### src/rtl/queue_rr_reader.sv
`default_nettype none
// +--------------------------------------------------------------------------+
// | Module  : queue_rr_reader                                                |
// | Brief   : Round-robin consumer of NPORTS input-queue heads feeding one   |
// |           registered output link with downstream backpressure.           |
// | Revision: 1.0                                                            |
// +--------------------------------------------------------------------------+
module queue_rr_reader #(
    parameter int PL     = 32,
    parameter int NPORTS = 5,
    parameter int SRC_W  = $clog2(NPORTS)
) (
    input  logic                   clk,
    input  logic                   rst_n,
    input  logic [0:NPORTS*PL-1]   q_data,
    output logic [NPORTS-1:0]      q_shift,
    input  logic                   ds_avail,
    output logic [0:PL-1]          data_out,
    output logic [SRC_W-1:0]       src_out,
    output logic [15:0]            grant_cnt
);

    localparam logic [15:0] c_CNT_MAX = 16'hFFFF;

    logic [SRC_W-1:0] r_rr_ptr;
    logic [NPORTS-1:0] w_req;
    logic [0:PL-1]     w_flit [NPORTS];
    logic              w_out_valid;
    logic              w_consumed;
    logic              w_slot_free;
    logic              w_found;
    logic [SRC_W-1:0]  w_win;
    logic [SRC_W-1:0]  w_next_ptr;
    logic [0:PL-1]     w_win_flit;

    // (base + off) mod NPORTS, with base already < NPORTS and off <= NPORTS
    function automatic logic [SRC_W-1:0] wrap_add(input logic [SRC_W-1:0] base,
                                                  input int off);
        int s;
        s = int'(base) + off;
        if (s >= NPORTS) s = s - NPORTS;
        return SRC_W'(s);
    endfunction

    generate
        for (genvar p = 0; p < NPORTS; p++) begin : g_req
            assign w_flit[p] = q_data[p*PL +: PL];
            assign w_req[p]  = q_data[p*PL];
        end
    endgenerate

    assign w_out_valid = data_out[0];
    assign w_consumed  = w_out_valid & ds_avail;
    assign w_slot_free = ~w_out_valid | ds_avail;

    always_comb begin
        w_found = 1'b0;
        w_win   = '0;
        for (int i = 0; i < NPORTS; i++) begin
            if (!w_found && w_req[wrap_add(r_rr_ptr, i)]) begin
                w_found = 1'b1;
                w_win   = wrap_add(r_rr_ptr, i);
            end
        end
    end

    assign w_next_ptr = wrap_add(w_win, 1);
    assign w_win_flit = w_flit[w_win];

    // Pop is suppressed during reset so the queues never see a stray shift
    always_comb begin
        q_shift = '0;
        if (rst_n && w_slot_free && w_found) q_shift[w_win] = 1'b1;
    end

    always_ff @(posedge clk or negedge rst_n) begin
        if (!rst_n) begin
            data_out  <= '0;
            src_out   <= '0;
            grant_cnt <= '0;
            r_rr_ptr  <= '0;
        end else begin
            if (w_consumed && grant_cnt != c_CNT_MAX) grant_cnt <= grant_cnt + 16'd1;
            if (w_slot_free) begin
                if (w_found) begin
                    data_out <= w_win_flit;
                    src_out  <= w_win;
                    r_rr_ptr <= w_next_ptr;
                end else begin
                    data_out <= '0;
                end
            end
        end
    end

endmodule
`default_nettype wire
### config.mk
export PLATFORM = sky130hd
export DESIGN_NAME = queue_rr_reader
export DESIGN_NICKNAME = d
export VERILOG_FILES = /design/src/rtl/queue_rr_reader.sv
export SDC_FILE = /design/constraint.sdc
export NUM_CORES = 1
export LEC_CHECK = 0
export ABC_AREA = 1
export BUFFER_PORTS_ARGS = -buffer_cell sky130_fd_sc_hd__clkbuf_2
export CELL_PAD_IN_SITES_DETAIL_PLACEMENT = 0
export CELL_PAD_IN_SITES_GLOBAL_PLACEMENT = 1
export CORE_MARGIN = 1
export CORE_UTILIZATION = 32
export DETAILED_ROUTE_END_ITERATION = 7
export GPL_TIMING_DRIVEN = 0
export HOLD_SLACK_MARGIN = 0.12
export PLACE_DENSITY = 0.82
export SETUP_SLACK_MARGIN = 0.2
export SKIP_CTS_REPAIR_TIMING = 1
export SYNTH_ARGS = -nofsm -noshare
export SYNTH_HDL_FRONTEND = slang
export SYNTH_SLANG_ARGS = --single-unit
### constraint.sdc
create_clock -name clk -period 4.1 [get_ports clk]
set_input_delay 0.615 -clock clk [delete_from_list [all_inputs] [get_ports clk]]
set_output_delay 0.615 -clock clk [all_outputs]
set_load 0.02 [all_outputs]
==> results.cfg <==
[outcome]
status = finished clean

[synthesis]
synth_common_cells = 339 x nand2_1, 130 x inv_1, 121 x nand3_1
yosysWarnings = 0
synth_fp_nets = 1080
synth_ff_type = dfrtp_1
postSynthAreaPerCell_um2 = 5.844
synth_edf_count = 0
synth_area_leaders = dfrtp_1 26%, nand2_1 24%, nand3_1 11%
synth_seq_area_share_pct = 25.55
yosys.cell_types.count = 29
synth_cells = 905
synth_seq_cells = 54
ys_async_sr_fraction_pct = 100.0
synth.most_common_cell = nand2_1
synth_top_cell_by_area = dfrtp_1
synth_top_area_share_pct = 25.55
syn_area_mm2 = 0.005289

[critical_path]
cp-end-kind = output port
path_buf_inv = 5
critical-path-top-delay-family = simple AND/OR/NAND/NOR gates
crit_fanout = 5
cp.required_ps = 3480
path_cells = clkinvlp_4 -> ha_4 -> xor2_4 -> inv_2 -> nand2_1 -> nand2_2 -> nand2_1 -> nand2_1 -> nand2_2 -> nand2_2 -> nor2_4 -> nand2_2 -> or2_2 -> nand2_2 -> buf_6 -> clkinvlp_4 -> nand2_4 -> nor3_2 -> buf_2
crit_type = flop to output port
start_kind = flop
max_stage_delay_ps = 420
crit_arrival_ps = 3200
slowest_stage = dfrtp_2
cpMostUsedCell = nand2_2

[routing]
ant_nets = 0
num_vias = 6576
routedWlPerCell_um = 14.60
wl_um = 20140
drc = 0
dr.pass1.iters = 5
drtIter0Drc = 434
avgViaCountPerCell = 4.769

[layout]
final_cells = 1379
drive_above_1_share_pct = 30.95
nets = 1337
antenna_cells = 0
syn_to_final_growth_pct = 40.19

[clock_network]
clkSlewWorstSetupHoldPaths_ps = 80
clock-sinks = 54
cts_tree = built
h-tree-depth = 2
worstSkewPairLatency_ps = 300
cts_root_buffer = clkbuf_16
cts_max_path_buffers = 2
cts_buffers = 5

[job]
drv_cap = 0

[die]
start_util_pct = 33.05
io-pin-count = 219
core_area_mm2 = 0.01600
rows = 46
die_y_um = 130.6
fp.dieW_um = 130.6
design.die.area_mm2 = 0.01705

[place]
hpwl_um = 16010
dp_cells = 1339
gp_congestion = 0.9221
port_buffers = 218
place_ws_ps = -28.38

[global_routing]
antenna_found_initial = 2
grt_pass1_vias = 5920
grt_start_max_net_pins = 56
grt_first_pass_wirelength_um = 30140
grt_overflow = 0
grt_use_total_pct = 22.81

[timing]
worst_pin_slew_ps = 816.9
fin_skew_ps = 7.427
setup_ws_ps = 286.9
rsz0062_at_grt = false
fin_crit_ps = 3813
finalSetupTns_ps = 0
maxSlewViolCount = 0
setup_violations = 0
hold_violations = 0
slew_headroom_pct = 45.54
fmax_ghz = 0.2623
fin_crit_sh_pct = 93.00

[worst_hold_path]
hold_path_class = primary input to async pin
per-layer routing:
metal  up-vias  share of wire [%]  routed length [µm]  track usage (%)
met4         0                1.7                 343            5.747
met3        18                7.7                1545            5.822
met5         -                  0                   0                0
met2       202                 49                9904            39.43
met1      2944                 41                8342            28.17
li1       3412                  -                   -                -
flip-flops by register name, indices dropped and copies added (netlist names):
register   flops
r_rr_ptr       3
src_out        3
grant_cnt     16
data_out      32
kinds of logic (layout without fill, tap and decap cells):
logic type | Yosys count | in the layout | synth area share, %
xor+xnor | 15 | 15 | 2.484
flops | 54 | 54 | 25.55
compound gates | 57 | 57 | 5.489
simple gates | 578 | 578 | 48.85
fa+ha+maj | 12 | 12 | 2.981
buf+inv | 189 | 447 | 14.64
placed cells by master, fill, tap and decap left out, drive strengths merged:
| master | n |
|---|---|
| a21oi | 34 |
| buf | 65 |
| clkbuf | 242 |
| clkinv | 3 |
| clkinvlp | 2 |
| dfrtp | 54 |
| fa | 1 |
| ha | 11 |
| inv | 135 |
| nand2 | 344 |
| nand3 | 123 |
| nand3b | 1 |
| nand4 | 74 |
| nor2 | 21 |
| nor3 | 14 |
| o211ai | 1 |
| o21a | 1 |
| o21ai | 21 |
| or2 | 1 |
| xnor2 | 3 |
| xor2 | 12 |
path summary, 6_finish.rpt:
kind / slack [ps] / startpoint / endpoint / depth (start not counted)
setup / recovery: 290 / r_rr_ptr[1] / q_shift[1] / 19
setup reg to reg: 470 / r_rr_ptr[1] / r_rr_ptr[1] / 24
min in group clk: 480 / data_out[21] / data_out[21] / 2
max in group asynchronous: 3100 / rst_n / r_rr_ptr[1] / 1
hold / removal: 440 / rst_n / grant_cnt[5] / 1
hold reg to reg: 480 / data_out[21] / data_out[21] / 2
layout make-up:
type	count	area (µm²)
Buffer	50	276.5
Clock buffer	7	152.6
Clock inverter	1	8.758
Fill cell	1824	8586
Inverter	139	536.8
Multi-Input combinational cell	662	3466
Sequential cell	54	1355
Tap cell	216	270.3
Timing Repair Buffer	250	1349
stage by stage:
stage                     hold WS (ps)  instance area, µm²  util (%)
after floorplan                  319.4                5289         -
after detailed placement         464.1                6653     41.58
after global routing             495.6                7415     46.34
after global placement           463.1                6650     41.56
after CTS                        461.0                6814     42.59
final                            435.3                7415     46.34
Power is not shown: default switching activity piles up to over one toggle a cycle in this logic, so the estimate is an artifact.
